### src/rtl/bram_arb_pkg.sv
// rtl/bram_arb_pkg.sv - shared types and requester indices for the matrix-BRAM read arbiter
package bram_arb_pkg;

  typedef enum logic {
    ARB_IDLE,
    ARB_OWNED
  } arb_state_t;

  localparam int REQ_SELECTOR = 0;
  localparam int REQ_EXECUTOR = 1;
  localparam int REQ_DUMPER   = 2;

endpackage

### src/rtl/bram_rd_arbiter_if.sv
// rtl/bram_rd_arbiter_if.sv - requester/BRAM bus around the shared read port
interface bram_rd_arbiter_if #(
  parameter int NUM_REQ    = 3,
  parameter int ADDR_WIDTH = 14,
  parameter int DATA_WIDTH = 32
);
  localparam int IDX_W = (NUM_REQ > 1) ? $clog2(NUM_REQ) : 1;

  logic [NUM_REQ-1:0]            req;
  logic [NUM_REQ-1:0]            lock;
  logic [NUM_REQ*ADDR_WIDTH-1:0] req_addr;
  logic [NUM_REQ-1:0]            gnt;
  logic [NUM_REQ-1:0]            rd_valid;
  logic [DATA_WIDTH-1:0]         rd_data;
  logic [ADDR_WIDTH-1:0]         bram_rd_addr;
  logic [DATA_WIDTH-1:0]         bram_rd_data;
  logic [IDX_W-1:0]              owner_id;

  // Arbiter side
  modport slave (
    input  req, lock, req_addr, bram_rd_data,
    output gnt, rd_valid, rd_data, bram_rd_addr, owner_id
  );

  // Requesters plus the BRAM itself
  modport master (
    output req, lock, req_addr, bram_rd_data,
    input  gnt, rd_valid, rd_data, bram_rd_addr, owner_id
  );

endinterface

### src/rtl/bram_rd_arbiter_rr_priority_picker.sv
// rtl/bram_rd_arbiter_rr_priority_picker.sv - combinational round-robin winner select
module rr_priority_picker
  import bram_arb_pkg::*;
#(
  parameter int N     = 3,
  parameter int IDX_W = 2
) (
  input  logic [N-1:0]     req,
  input  logic [IDX_W-1:0] start,
  output logic [N-1:0]     winner,
  output logic             any_valid
);

  logic [N-1:0] req_rot;
  logic [N-1:0] win_rot;
  logic         found;

  // Rotate so bit 0 is the start index, pick the lowest set bit, rotate back.
  always_comb begin
    req_rot = N'({req, req} >> start);
    win_rot = '0;
    found   = 1'b0;
    for (int k = 0; k < N; k++) begin
      if (!found && req_rot[k]) begin
        win_rot[k] = 1'b1;
        found      = 1'b1;
      end
    end
    winner    = N'(({win_rot, win_rot} << start) >> N);
    any_valid = |req;
  end

endmodule

### src/rtl/bram_rd_arbiter.sv
// rtl/bram_rd_arbiter.sv - round-robin, burst-lockable arbiter for the shared matrix-BRAM read port
module bram_rd_arbiter
  import bram_arb_pkg::*;
#(
  parameter int NUM_REQ    = 3,
  parameter int ADDR_WIDTH = 14,
  parameter int DATA_WIDTH = 32,
  parameter int RD_LATENCY = 1,
  parameter int MAX_BURST  = 16
) (
  input  logic             clk,
  input  logic             rst_n,
  bram_rd_arbiter_if.slave bus
);

  localparam int IDX_W = (NUM_REQ > 1) ? $clog2(NUM_REQ) : 1;
  localparam int CNT_W = $clog2(MAX_BURST + 1);

  arb_state_t            state_q, state_d;
  logic [IDX_W-1:0]      owner_q, owner_d;
  logic [IDX_W-1:0]      rr_ptr_q, rr_ptr_d;
  logic [NUM_REQ-1:0]    gnt_q, gnt_d;
  logic [CNT_W-1:0]      burst_q, burst_d;
  logic [ADDR_WIDTH-1:0] addr_hold_q;

  logic [RD_LATENCY-1:0] pipe_vld;
  logic [IDX_W-1:0]      pipe_tag [RD_LATENCY];

  logic                  req_own;
  logic                  lock_own;
  logic                  issue;
  logic                  release_own;
  logic [ADDR_WIDTH-1:0] owner_addr;
  logic [IDX_W-1:0]      rr_start;
  logic [NUM_REQ-1:0]    win_onehot;
  logic                  any_req;
  logic [IDX_W-1:0]      win_idx;
  logic [NUM_REQ-1:0]    rd_valid_c;

  assign req_own  = bus.req[owner_q];
  assign lock_own = bus.lock[owner_q];
  assign issue    = (state_q == ARB_OWNED) && req_own;
  assign rr_start = (rr_ptr_q == IDX_W'(NUM_REQ - 1)) ? '0 : rr_ptr_q + 1'b1;

  always_comb begin
    owner_addr = '0;
    for (int i = 0; i < NUM_REQ; i++) begin
      if (owner_q == IDX_W'(i)) begin
        owner_addr = bus.req_addr[i*ADDR_WIDTH +: ADDR_WIDTH];
      end
    end
  end

  rr_priority_picker #(
    .N     (NUM_REQ),
    .IDX_W (IDX_W)
  ) u_picker (
    .req       (bus.req),
    .start     (rr_start),
    .winner    (win_onehot),
    .any_valid (any_req)
  );

  always_comb begin
    win_idx = '0;
    for (int i = 0; i < NUM_REQ; i++) begin
      if (win_onehot[i]) begin
        win_idx = IDX_W'(i);
      end
    end
  end

  // IDLE behaves as a permanent hand-off point, so arbitration has a single path.
  always_comb begin
    state_d     = state_q;
    owner_d     = owner_q;
    rr_ptr_d    = rr_ptr_q;
    gnt_d       = gnt_q;
    burst_d     = burst_q;
    release_own = 1'b0;
    case (state_q)
      ARB_IDLE: begin
        release_own = 1'b1;
      end
      ARB_OWNED: begin
        if (!req_own || !lock_own || (burst_q == CNT_W'(MAX_BURST - 1))) begin
          release_own = 1'b1;
        end else begin
          burst_d = burst_q + 1'b1;
        end
      end
      default: begin
        state_d = ARB_IDLE;
      end
    endcase
    if (release_own) begin
      if (any_req) begin
        state_d  = ARB_OWNED;
        owner_d  = win_idx;
        rr_ptr_d = win_idx;
        gnt_d    = win_onehot;
        burst_d  = '0;
      end else begin
        state_d = ARB_IDLE;
        gnt_d   = '0;
        burst_d = '0;
      end
    end
  end

  always_ff @(posedge clk or negedge rst_n) begin
    if (!rst_n) begin
      state_q     <= ARB_IDLE;
      owner_q     <= IDX_W'(REQ_SELECTOR);
      rr_ptr_q    <= IDX_W'(NUM_REQ - 1);
      gnt_q       <= '0;
      burst_q     <= '0;
      addr_hold_q <= '0;
    end else begin
      state_q  <= state_d;
      owner_q  <= owner_d;
      rr_ptr_q <= rr_ptr_d;
      gnt_q    <= gnt_d;
      burst_q  <= burst_d;
      if (issue) begin
        addr_hold_q <= owner_addr;
      end
    end
  end

  // Owner tag travels alongside the BRAM latency so returns route to the issuer.
  always_ff @(posedge clk or negedge rst_n) begin
    if (!rst_n) begin
      pipe_vld <= '0;
      for (int s = 0; s < RD_LATENCY; s++) begin
        pipe_tag[s] <= '0;
      end
    end else begin
      pipe_vld[0] <= issue;
      pipe_tag[0] <= owner_q;
      for (int s = 1; s < RD_LATENCY; s++) begin
        pipe_vld[s] <= pipe_vld[s-1];
        pipe_tag[s] <= pipe_tag[s-1];
      end
    end
  end

  always_comb begin
    rd_valid_c = '0;
    if (pipe_vld[RD_LATENCY-1]) begin
      rd_valid_c[pipe_tag[RD_LATENCY-1]] = 1'b1;
    end
  end

  assign bus.gnt          = gnt_q;
  assign bus.owner_id     = owner_q;
  assign bus.rd_valid     = rd_valid_c;
  assign bus.rd_data      = pipe_vld[RD_LATENCY-1] ? bus.bram_rd_data : '0;
  assign bus.bram_rd_addr = (state_q == ARB_OWNED) ? owner_addr : addr_hold_q;

  a_gnt_onehot : assert property (@(posedge clk) disable iff (!rst_n) $onehot0(gnt_q));
  a_gnt_state  : assert property (@(posedge clk) disable iff (!rst_n)
                                  (state_q == ARB_OWNED) == (gnt_q != '0));
  a_gnt_owner  : assert property (@(posedge clk) disable iff (!rst_n)
                                  (state_q == ARB_OWNED) |-> gnt_q[owner_q]);

endmodule

### src/flat_wrapper.sv
// flat-port wrapper written by rule: the top's interface ports become plain ports
module bram_rd_arbiter_flat import bram_arb_pkg::*;
#(
  parameter int NUM_REQ    = 3,
  parameter int ADDR_WIDTH = 14,
  parameter int DATA_WIDTH = 32,
  parameter int RD_LATENCY = 1,
  parameter int MAX_BURST  = 16
)
  (clk, rst_n, bus_req, bus_lock, bus_req_addr, bus_bram_rd_data, bus_gnt, bus_rd_valid, bus_rd_data, bus_bram_rd_addr, bus_owner_id);
  bram_rd_arbiter_if #(.NUM_REQ(NUM_REQ), .ADDR_WIDTH(ADDR_WIDTH), .DATA_WIDTH(DATA_WIDTH)) bus_i ();
  input  logic clk;
  input  logic rst_n;
  input wire logic [$bits(bus_i.req)-1:0] bus_req;
  input wire logic [$bits(bus_i.lock)-1:0] bus_lock;
  input wire logic [$bits(bus_i.req_addr)-1:0] bus_req_addr;
  input wire logic [$bits(bus_i.bram_rd_data)-1:0] bus_bram_rd_data;
  output wire logic [$bits(bus_i.gnt)-1:0] bus_gnt;
  output wire logic [$bits(bus_i.rd_valid)-1:0] bus_rd_valid;
  output wire logic [$bits(bus_i.rd_data)-1:0] bus_rd_data;
  output wire logic [$bits(bus_i.bram_rd_addr)-1:0] bus_bram_rd_addr;
  output wire logic [$bits(bus_i.owner_id)-1:0] bus_owner_id;
  assign bus_i.req = bus_req;
  assign bus_i.lock = bus_lock;
  assign bus_i.req_addr = bus_req_addr;
  assign bus_i.bram_rd_data = bus_bram_rd_data;
  assign bus_gnt = bus_i.gnt;
  assign bus_rd_valid = bus_i.rd_valid;
  assign bus_rd_data = bus_i.rd_data;
  assign bus_bram_rd_addr = bus_i.bram_rd_addr;
  assign bus_owner_id = bus_i.owner_id;
  bram_rd_arbiter #(.NUM_REQ(NUM_REQ), .ADDR_WIDTH(ADDR_WIDTH), .DATA_WIDTH(DATA_WIDTH), .RD_LATENCY(RD_LATENCY), .MAX_BURST(MAX_BURST)) u_core (.clk(clk), .rst_n(rst_n), .bus(bus_i));
endmodule
### config.mk
export PLATFORM = sky130hd
export DESIGN_NAME = bram_rd_arbiter_flat
export DESIGN_NICKNAME = d
export VERILOG_FILES = /design/src/rtl/bram_arb_pkg.sv /design/src/rtl/bram_rd_arbiter_if.sv /design/src/rtl/bram_rd_arbiter_rr_priority_picker.sv /design/src/rtl/bram_rd_arbiter.sv /design/src/flat_wrapper.sv
export SDC_FILE = /design/constraint.sdc
export NUM_CORES = 1
export LEC_CHECK = 0
export ABC_AREA = 1
export BUFFER_PORTS_ARGS = -buffer_cell sky130_fd_sc_hd__buf_2
export CAP_MARGIN = 20
export CORE_ASPECT_RATIO = 1.1
export CORE_MARGIN = 3
export CORE_UTILIZATION = 38
export DETAILED_ROUTE_END_ITERATION = 6
export GPL_TIMING_DRIVEN = 0
export PLACE_DENSITY_LB_ADDON = 0.25
export SLEW_MARGIN = 20
export SYNTH_ARGS = -nofsm -noshare
export SYNTH_HDL_FRONTEND = slang
export SYNTH_SLANG_ARGS = --single-unit
### constraint.sdc
create_clock -name clk -period 1.5 [get_ports clk]
set_input_delay 0.225 -clock clk [delete_from_list [all_inputs] [get_ports clk]]
set_output_delay 0.225 -clock clk [all_outputs]
set_load 0.02 [all_outputs]
# Yosys cells after proc, flatten, opt, wreduce, memory -nomap -nowiden
# Index checks and enable logic that the tools add are counted.
# op_classes
eq_ne	5
n_reduce_logical	15
bitwise	1
add_sub_neg	2
magnitude_cmp	3
shifts	2
muxes	26
# op_table
cell	count
2-to-1 mux 14 bit	4
2-to-1 mux 32 bit	1
2-to-1 mux 5 bit	3
2-to-1 mux 1 bit	10
less-than comparator 2 x 3 -> 1 bit (second input constant)	2
2-to-1 mux 3 bit	2
left shift 6 x 2 -> 6 bit	1
>> shifter 6 x 2 -> 3 bit	1
adder 5 x 1 -> 5 bit (second input constant)	1
equality test 5 x 4 -> 1 bit (second input constant)	1
binary-select mux 1 bit (select 2 bit)	2
equality test 2 bit (second input constant)	2
logical AND 1 bit	4
zero test 1 bit	4
2-to-1 mux 2 bit	2
AND reduction 2 bit	2
OR reduction 3 bit	1
adder 2 x 1 -> 2 bit (second input constant)	1
demux 1 bit (select 2 bit)	1
equality test 2 x 1 -> 1 bit (second input constant)	1
>= comparator 2 x 1 -> 1 bit (second input constant)	1
zero test 2 bit	1
logical OR 1 bit	2
!= test 2 x 1 -> 1 bit (second input constant)	1
3 further kinds	3
# totals
ff_bits	30
elab_cells	62
out_inout_bits	54
input_bits	82

# Depth between registers and ports, before layout
# Gate-level depths: netlist (run 1).
# depth
ltp_word	13
ltp_mapped	11
mapped_depth_nobuf	11

# Modules after synthesis
# From an unflattened synthesis (run 1), not the netlist that was laid out.
# unflattened
cells_unflattened	341
area_unflattened_um2	2098.3
# modules_own_cells
mod	seq_area_each_um2	cells_per_inst	area_each_um2	n_inst
bram_rd_arbiter	726.9	296	1890.6	1
rr_priority_picker	0.0	45	207.7	1

# Least setup slack after synthesis (run 1)
# Ideal clock, no wire load.
# synth_timing
path_kind	register to output
startpoint	register u_core.owner_q[1], in the netlist u_core.bus.owner_id[1]
endpoint	output port bus_bram_rd_addr[10]
required_time_ns	1.275
n_path_buf	1
stages_incl_launch_ff	7
setup_slack_ns	-0.153
t_arrival_ns	1.428
path_cell_list	dfrtp_1 -> nor2_4 -> clkbuf_1 -> nand2_1 -> nand3_1 -> nand2_1 -> o21ai_0
# synth_via
elab_chain_len	5
elab_cells_between_ends	7
classes_between	eq/ne (2); mux (4); reduce/logical (1)
# synth_lines
element	line_no	text
start: declaration	bram_rd_arbiter.sv:20	logic [IDX_W-1:0] owner_q, owner_d;
start signal: assignment	bram_rd_arbiter.sv:114	owner_q <= IDX_W'(REQ_SELECTOR);
start signal: assignment	bram_rd_arbiter.sv:121	owner_q <= owner_d;
zero test 2 bit	bram_rd_arbiter.sv:48	if (owner_q == IDX_W'(i)) begin
2-to-1 mux 14 bit (2 in series)	bram_rd_arbiter.sv:48	
2-to-1 mux 14 bit (*)	bram_rd_arbiter.sv:48	
2-to-1 mux 14 bit (*)	bram_rd_arbiter.sv:159	assign bus.bram_rd_addr = (state_q == ARB_OWNED) ? owner_addr : addr_hold_q;
end: declaration	flat_wrapper.sv:21	output wire logic [$bits(bus_i.bram_rd_addr)-1:0] bus_bram_rd_addr;
# Mark *: on every way between the ends. The rest lies on a longest branch, timed or not.

==> impl_metrics.json, run 1 <==
{
  "grt_pass1_wl_mm": 11.6,
  "insertion_delay_ns": 0.28,
  "worstPathRequired_ns": 1.27,
  "stdcell_area_mm2": 0.00371,
  "ant_nets": 0,
  "vias_per_cell": 4.63,
  "boundaryPins": 136,
  "synth_cells": 332,
  "cts_buffers": 5,
  "rsz0062_at_grt": "true",
  "syn_area_mm2": 0.00206,
  "synth.area.top_cells": "dfrtp_1 34%, nand2_1 25%, inv_1 11%",
  "crit_start": "u_core.rr_ptr_q[0]",
  "peakVddDrop_v": 0.00101,
  "setup_ws_ns": -0.374,
  "max_cap_violations": 0,
  "status": "complete, but fails checks",
  "max_slew_margin_pct": 56.5,
  "synth_ff_type": "dfrtp_1",
  "hold_violations": 0,
  "area_growth_pct": 80.7,
  "antenna_found_initial": 0,
  "stdcell_count": 583,
  "yosys.area.top_type": "dfrtp_1",
  "critPathCaptureType": "output pin",
  "ys_ff_latch": 29,
  "die_w_um": 76.1,
  "reg2reg_to": "u_core.addr_hold_q[6]",
  "wl_per_cell_um": 12.9,
  "grtUsageTotal_pct": 21.9,
  "period_minus_slack_ns": 1.87,
  "portBuffers": 135,
  "post_synth_num_cell_types": 21,
  "globalRouteOverflowTotal": 0,
  "yosys-top-cells-count": "139 x nand2_1, 61 x inv_1, 30 x nand3_1",
  "routabilityCongestion": 0.777,
  "setup_viol": 40,
  "first_pass_iters": 4,
  "hpwl_mm": 4.95,
  "syn_nets": 416,
  "clockRootBuffer": "clkbuf_8",
  "critPathKind": "reg2out",
  "drive_gt1_share_pct": 54.6,
  "min_path_cells": 5,
  "slew_violations": 0,
  "drcViolationCount": 0,
  "n_antenna_cell": 0,
  "grt_max_degree": 30,
  "synth.most_common_cell": "nand2_1",
  "cts_tree": "yes",
  "synth_edf_count": 0,
  "worst_pin_slew_ns": 0.653,
  "arrival_ns": 1.65,
  "clock_sinks": 29,
  "worstRegToRegCells": 11,
  "reg2reg_from": "u_core.rr_ptr_q[0]",
  "start_util_pct": 40.3,
  "start_kind": "register",
  "seq_area_frac_synth_pct": 35.4,
  "final_nets": 594,
  "dpl_cell_area_mm2": 0.00285,
  "drtIter0Drc": 113,
  "yosysTopAreaCellShare_pct": 34.1,
  "grt_pass1_vias": 2597,
  "clockBufferDepth": 2,
  "power.density_mw_per_mm2": 2090,
  "internal_power_mw": 4.16,
  "final_core_util_pct": 72.8,
  "timing.reg2reg.setup_slack_ns": -0.24,
  "min_to": "u_core.addr_hold_q[5]",
  "period_share_pct": 125,
  "wirelength_mm": 7.53,
  "min_path_type": "in2reg",
  "core_mm2": 0.00510,
  "total_leakage_power_nw": 2.31,
  "num_vias": 2702,
  "holdCritStartpoint": "bus_req_addr[19]",
  "violations": "negative setup slack",
  "p_clk_share_pct": 10.8,
  "synth_area_per_cell_um2": 6.19,
  "fmax_mhz": 534,
  "swShare_pct": 46.5,
  "async_flop_share_pct": 100,
  "yosysWarnings": 0,
  "die_h_um": 83.1,
  "placed_cells": 539,
  "row_count": 27,
  "fp.dieArea_mm2": 0.00633,
  "htree_levels": 2,
  "seq_power_share_pct": 16.3,
  "power_switching_mw": 3.62,
  "clkTransAtPathRegs_ns": 0.06,
  "crit_fanout": 6,
  "comb_power_share_pct": 72.8,
  "clock-skew-final_ns": 0.00181
}
[flip-flops by register name (all words and copies together) (netlist names)]
| register | cells |
|---|---|
| u_core.bus.gnt | 3 |
| u_core.bus.owner_id | 1 |
| u_core.rr_ptr_q | 2 |
| u_core.pipe_vld | 1 |
| u_core.pipe_tag | 2 |
| u_core.addr_hold_q | 14 |
| u_core.burst_q | 5 |
| u_core.state_q | 1 |
[layout make-up]
cell class	instances	area (um2)
Clock inverter	2	37.5
Timing Repair Buffer	172	1110
Fill cell	374	1390
Inverter	64	245
Buffer	14	143
Sequential cell	29	729
Clock buffer	6	82.6
Tap cell	72	90.1
Multi-Input combinational cell	224	1280
[layout by cell type, fill, tap and decap left out, types with 2 or more instances in the layout]
master	count
o21ai_1	5
nor3_1	3
clkbuf_8	7
nand2_1	110
buf_12	3
nand2_2	26
inv_2	2
clkbuf_4	2
buf_4	27
inv_4	2
ha_1	2
nand2_4	4
nand3_1	12
nand3_2	17
buf_2	123
dfrtp_1	26
nor2_4	7
clkbuf_2	2
dfrtp_2	2
nor2_2	2
nor2_1	9
inv_1	60
o21ai_2	22
buf_6	25
[worst max path at each step]
stage	to	slack, ns	depth (start not counted)
after CTS	bus_bram_rd_addr[6]	-0.34	9
after floorplan	bus_bram_rd_addr[4]	-0.08	8
after global placement	bus_bram_rd_addr[4]	-0.43	9
after global routing	bus_bram_rd_addr[0]	-0.46	9
final	bus_bram_rd_addr[0]	-0.37	9
after detailed placement	bus_bram_rd_addr[7]	-0.46	9
[logic make-up (layout without fill, tap and decap cells)]
family | count (synthesis) | count (layout) | share of synthesized area, %
simple gates | 191 | 191 | 37.9
buf+inv | 79 | 258 | 16.0
compound gates | 30 | 30 | 9.13
flops | 29 | 29 | 35.4
fa+ha+maj | 2 | 2 | 1.22
xor+xnor | 1 | 1 | 0.426
[critical path, cell delays in order, from the launching register on]
cell,delay (ns)
dfrtp_1,0.38
buf_6,0.15
inv_4,0.04
nor2_4,0.19
buf_4,0.16
nand2_2,0.05
nand3_2,0.09
nand2_1,0.05
o21ai_1,0.09
buf_4,0.17
[through the flow]
stage,TNS [ns],setup slack (ns),hold slack (ns),total power [mW]
finish,-9.67,-0.374,0.267,7.78
global route,-12.74,-0.457,0.287,8.31
CTS,-6.52,-0.340,0.269,7.22
global placement,-6.85,-0.434,0.286,4.89
floorplan,-0.514,-0.0833,-0.0706,3.86
detailed placement,-7.01,-0.458,0.284,4.95
[routing by layer]
metal  global-route usage (%)  routed length, um  vias to the layer above
met1                     22.4               2810                     1237
li1                         -                  -                     1351
met2                     43.2               4070                      102
met5                        0                  0                        -
met4                     4.45                 86                        0
met3                     6.94                555                       12
[power groups by stage]
stage	registers (mW)	clock network, mW	logic (mW)
floorplan	1.28	0	2.58
global placement	1.25	0	3.64
finish	1.27	0.841	5.67
global route	1.30	0.889	6.11
CTS	1.26	0.848	5.11
detailed placement	1.26	0	3.69
[timing repair]
action                                  4_1_cts  5_1_grt
endpoints found under the setup margin       64       66
cloned                                        4        1
setup buffers                                24        7
hold buffers                                  1        0
hold endpoints to repair                     28        0
pin swaps                                    21       10
resized for setup                           101       40
Power figures use the tool's default switching activity.
==> run 2: changes to the inputs <==
CORE_UTILIZATION = 40   (was 38)
clock period = 1.97 ns   (was 1.5 ns; I/O delays follow)
==> run 2 against run 1 <==
- the run now ends clean
- total power fell by 39%
- flip-flop and latch count unchanged
- highest routed layer unchanged
- critical path type unchanged
- first-iteration DRC count up 1.8%
==> impl_metrics.json, run 2 (synthesis gave the netlist of run 1 again) <==
{
  "final_cell_mix": "135 x nand2_1, 122 x buf_2, 60 x inv_1",
  "grt_pass1_vias": 2064,
  "grt_pass1_wl_mm": 9.25,
  "worstPathRequired_ns": 1.67,
  "peakVddDrop_v": 0.000746,
  "regMostFlops": "u_core.addr_hold_q",
  "arrival_ns": 1.62,
  "htree_levels": 2,
  "max_slew_margin_pct": 57.0,
  "clock_sinks": 29,
  "worstRegToRegCells": 10,
  "hpwl_mm": 4.87,
  "power.total_mw": 4.75,
  "die_w_um": 74.4,
  "total_leakage_power_nw": 2.07,
  "fmax_mhz": 523,
  "critPathKind": "reg2out",
  "clockBufferDepth": 2,
  "wl_per_cell_um": 11.9,
  "first_pass_iters": 5,
  "power.density_mw_per_mm2": 1510,
  "num_vias": 2481,
  "rsz0062_at_grt": "true",
  "clock-skew-final_ns": 0.00591,
  "slew_violations": 0,
  "core_mm2": 0.00481,
  "portBuffers": 135,
  "min_path_type": "in2async",
  "slowest_stage": "dfrtp_2",
  "insertion_delay_ns": 0.27,
  "n_antenna_cell": 0,
  "period_minus_slack_ns": 1.91,
  "max_cap_violations": 0,
  "setup_viol": 0,
  "start_kind": "register",
  "final_nets": 567,
  "drcViolationCount": 0,
  "worst_pin_slew_ns": 0.645,
  "fill_cells": 435,
  "hold_slack_ns": 0.0453,
  "vias_per_cell": 4.59,
  "largest_reg_flops": 14,
  "wirelength_mm": 6.40,
  "boundaryPins": 136,
  "antenna_found_initial": 0,
  "status": "complete, no violations",
  "start_util_pct": 42.7,
  "grt_max_degree": 30,
  "period_share_pct": 97.1,
  "row_count": 26,
  "fp.dieArea_mm2": 0.00604,
  "routabilityCongestion": 0.865,
  "area_growth_pct": 53.4,
  "globalRouteOverflowTotal": 0,
  "mostFrequentLayoutCell": "nand2_1",
  "ant_nets": 0,
  "crit_top_cell": "buf_6",
  "clockRootBuffer": "clkbuf_8",
  "grtUsageTotal_pct": 19.7,
  "drive_gt1_share_pct": 41.9,
  "cp_slowest_stage_delay_ns": 0.45,
  "path_cells": "buf_6 > nor2_4 > buf_6 > nand2_1 > nand3_2 > nand2_1 > o21ai_2 > buf_6",
  "cts_buffers": 5,
  "cts_tree": "yes",
  "hold_violations": 0,
  "clkTransAtPathRegs_ns": 0.06,
  "crit_fanout": 5,
  "critPathCaptureType": "output pin",
  "drtIter0Drc": 115,
  "die_h_um": 81.2
}
-- run 2: per-stage QoR --
step           setup TNS (ns)  instance area, um2  util (%)  setup slack (ns)  cells
2_1_floorplan               0                2060         -             0.246    332
3_3_place_gp           -0.503                2800      58.2           -0.0979    523
3_5_place_dp           -0.460                2800      58.2            -0.103    523
4_1_cts                     0                3030      62.9            0.0181    539
5_1_grt                -0.120                3150      65.5           -0.0213    540
6_report                    0                3150      65.5            0.0577    540
-- run 2: final timing paths --
check / from / endpoint / slack, ns
worst min-delay path: rst_n / u_core.addr_hold_q[7] / 0.05
worst min register to register: u_core.burst_q[0] / u_core.burst_q[0] / 0.47
min in group clk: bus_req[0] / u_core.state_q / 0.33
worst max-delay path: u_core.bus.owner_id[1] / bus_bram_rd_addr[12] / 0.06
worst max register to register: u_core.rr_ptr_q[0] / u_core.bus.gnt[1] / 0.35
max in group asynchronous: rst_n / u_core.bus.owner_id[1] / 1.46
-- run 2: critical path: cells and delay by family, from the launching register on --
kind | cells | cell delay [ns]
flip-flops | 1 | 0.45
AO/OA/AOI/OAI | 1 | 0.09
buffers and inverters | 3 | 0.44
AND/OR/NAND/NOR | 4 | 0.38
-- run 2: layer usage --
layer	routed length, um	share of wire (%)	GRT usage (%)
met1	2550	40	23.4
met4	48	0.75	6.41
met3	505	7.9	3.47
met5	0	0	0
met2	3300	52	35.5
-- run 2: power by group --
part | internal [mW] | total (mW) | switching (mW) | leakage (nW)
logic | 1.22 | 3.19 | 1.98 | 1.64
registers | 0.835 | 0.938 | 0.103 | 0.365
clock network | 0.412 | 0.623 | 0.211 | 0.0585
-- run 2: final cells by class --
class / count / area [um2] / share of cell area [%]
Multi-Input combinational cell: 224 / 1100 / 34.8
Buffer: 15 / 109 / 3.45
Tap cell: 56 / 70.1 / 2.22
Clock buffer: 7 / 86.3 / 2.74
Inverter: 64 / 240 / 7.62
Sequential cell: 29 / 728 / 23.1
Clock inverter: 1 / 30.0 / 0.952
Timing Repair Buffer: 144 / 793 / 25.2
-- run 2: timing repair --
| action | CTS | global route |
|---|---|---|
| endpoints found under the setup margin | 14 | 19 |
| hold buffers | 0 | 0 |
| setup buffers | 7 | 1 |
| cloned | 1 | 0 |
| resized for setup | 20 | 46 |
| pin swaps | 2 | 10 |
==> run 3: changes to the inputs <==
clock period = 2 ns   (was 1.97 ns; I/O delays follow)
==> run 3 against run 2 <==
- via count increased by 0.56%
- first-iteration DRC count is 17% lower
- worst setup slack better by 0.0028 ns
- die area stayed put
- clock skew rose by 0.00084 ns
- wire length up 0.11%
- sequential share of layout area is 0.20 points lower
- combinational power about the same
- cell count increased by 0.74%
- non-clock buffer count increased by 4
- cell area increased by 0.87%
- critical path depth rose by 1
- critical path type unchanged
- largest cell class unchanged
==> impl_metrics.json, run 3 (synthesis gave the netlist of run 1 again) <==
{
  "final_nets": 571,
  "drcViolationCount": 0,
  "setup_ws_ns": 0.0605,
  "final_cell_mix": "135 x nand2_1, 122 x buf_2, 60 x inv_1",
  "stdcell_area_mm2": 0.00318,
  "max_slew_margin_pct": 58.0,
  "core_mm2": 0.00481,
  "mostFrequentLayoutCell": "nand2_1",
  "max_cap_violations": 0,
  "fp.dieArea_mm2": 0.00604,
  "arrival_ns": 1.64,
  "dpl_cell_area_mm2": 0.00280,
  "row_count": 26,
  "crit_fanout": 5,
  "clock-skew-final_ns": 0.00676,
  "grt_max_degree": 30,
  "status": "complete, no violations",
  "critPathKind": "reg2out",
  "min_path_type": "in2async",
  "placed_cells": 523,
  "portBuffers": 135,
  "wl_met2_mm": 3.29,
  "num_vias": 2495,
  "crit_start": "u_core.rr_ptr_q[0]",
  "wl_per_cell_um": 11.8,
  "cts-hold-fix-buffers": 0,
  "setup_viol": 0,
  "slew_violations": 0,
  "ant_nets": 0,
  "worst_pin_slew_ns": 0.630,
  "clockBufferDepth": 2,
  "die_w_um": 74.4,
  "drtIter0Drc": 95,
  "boundaryPins": 136,
  "fin_tns_setup_ns": 0,
  "peakVddDrop_v": 0.000751,
  "antenna_found_initial": 0,
  "period_minus_slack_ns": 1.94,
  "fmax_mhz": 516,
  "worstPathRequired_ns": 1.70,
  "clockRootBuffer": "clkbuf_8",
  "period_share_pct": 97.0,
  "hold_slack_ns": 0.0429,
  "htree_levels": 2,
  "critPathCaptureType": "output pin",
  "routabilityCongestion": 0.865,
  "drive_gt1_share_pct": 42.0,
  "power.total_mw": 4.73,
  "reg2reg_from": "u_core.bus.owner_id[1]",
  "area_growth_pct": 54.7,
  "stdcell_count": 544,
  "grt_pass1_vias": 2062,
  "cts_buffers": 5,
  "insertion_delay_ns": 0.27,
  "die_h_um": 81.2,
  "final_core_util_pct": 66.1,
  "regMostFlops": "u_core.addr_hold_q",
  "rsz0062_at_grt": "true",
  "hpwl_mm": 4.87,
  "total_leakage_power_nw": 2.07,
  "first_pass_iters": 4,
  "vias_per_cell": 4.59,
  "grtUsageTotal_pct": 19.7,
  "largest_reg_flops": 14,
  "routed.top_layer": "met4",
  "hold_violations": 0,
  "start_kind": "register",
  "clock_sinks": 29,
  "wirelength_mm": 6.41,
  "power.density_mw_per_mm2": 1490,
  "dr_wl_met3_um": 571,
  "globalRouteOverflowTotal": 0,
  "cts_tree": "yes",
  "post-place-ws_ns": -0.0776,
  "clkTransAtPathRegs_ns": 0.07,
  "grt_pass1_wl_mm": 9.23,
  "n_antenna_cell": 0,
  "start_util_pct": 42.7,
  "met1_length_mm": 2.49
}
## run 3: area by class of cell
class / instances / area, um2
sequential: 29 / 728
fill: 430 / 1630
inverter: 64 / 244
tap: 56 / 70.1
buffer: 15 / 106
clock inverter: 1 / 30.0
clock buffer: 7 / 86.3
multi-input combinational: 224 / 1100
timing repair buffer: 148 / 820
## run 3: final timing paths
check                                         end  slack (ns)  cells past startpoint
max                          bus_bram_rd_addr[12]        0.06                      9
min                         u_core.addr_hold_q[7]        0.04                      1
max reg2reg                u_core.bus.owner_id[1]        0.33                     10
min reg2reg                     u_core.burst_q[0]        0.47                      1
max in group asynchronous  u_core.bus.owner_id[1]        1.51                      1
min in group clk                   u_core.state_q        0.33                      3
## run 3: what timing repair did
action,4_1_cts,5_1_grt
setup endpoints to repair,14,14
gates cloned,1,0
resized for setup,11,53
pin swaps,2,10
buffers inserted,7,5
## run 3: critical path, cell delays in order, from the launching register on
cell,delay (ns)
dfrtp_1,0.36
buf_6,0.14
clkinvlp_4,0.12
nor2_4,0.16
buf_6,0.15
nand2_1,0.06
nand3_2,0.08
nand2_1,0.08
o21ai_2,0.08
buf_6,0.14
## run 3: per-layer routing
layer,vias up,global-route usage (%)
met5,-,0
met4,0,6.41
met1,1075,23.3
met2,112,35.5
met3,4,3.47
li1,1304,-
## run 3: power breakdown
part           switching, mW  internal (mW)
Combinational           1.97           1.24
Clock                  0.209          0.406
Sequential            0.0928          0.822
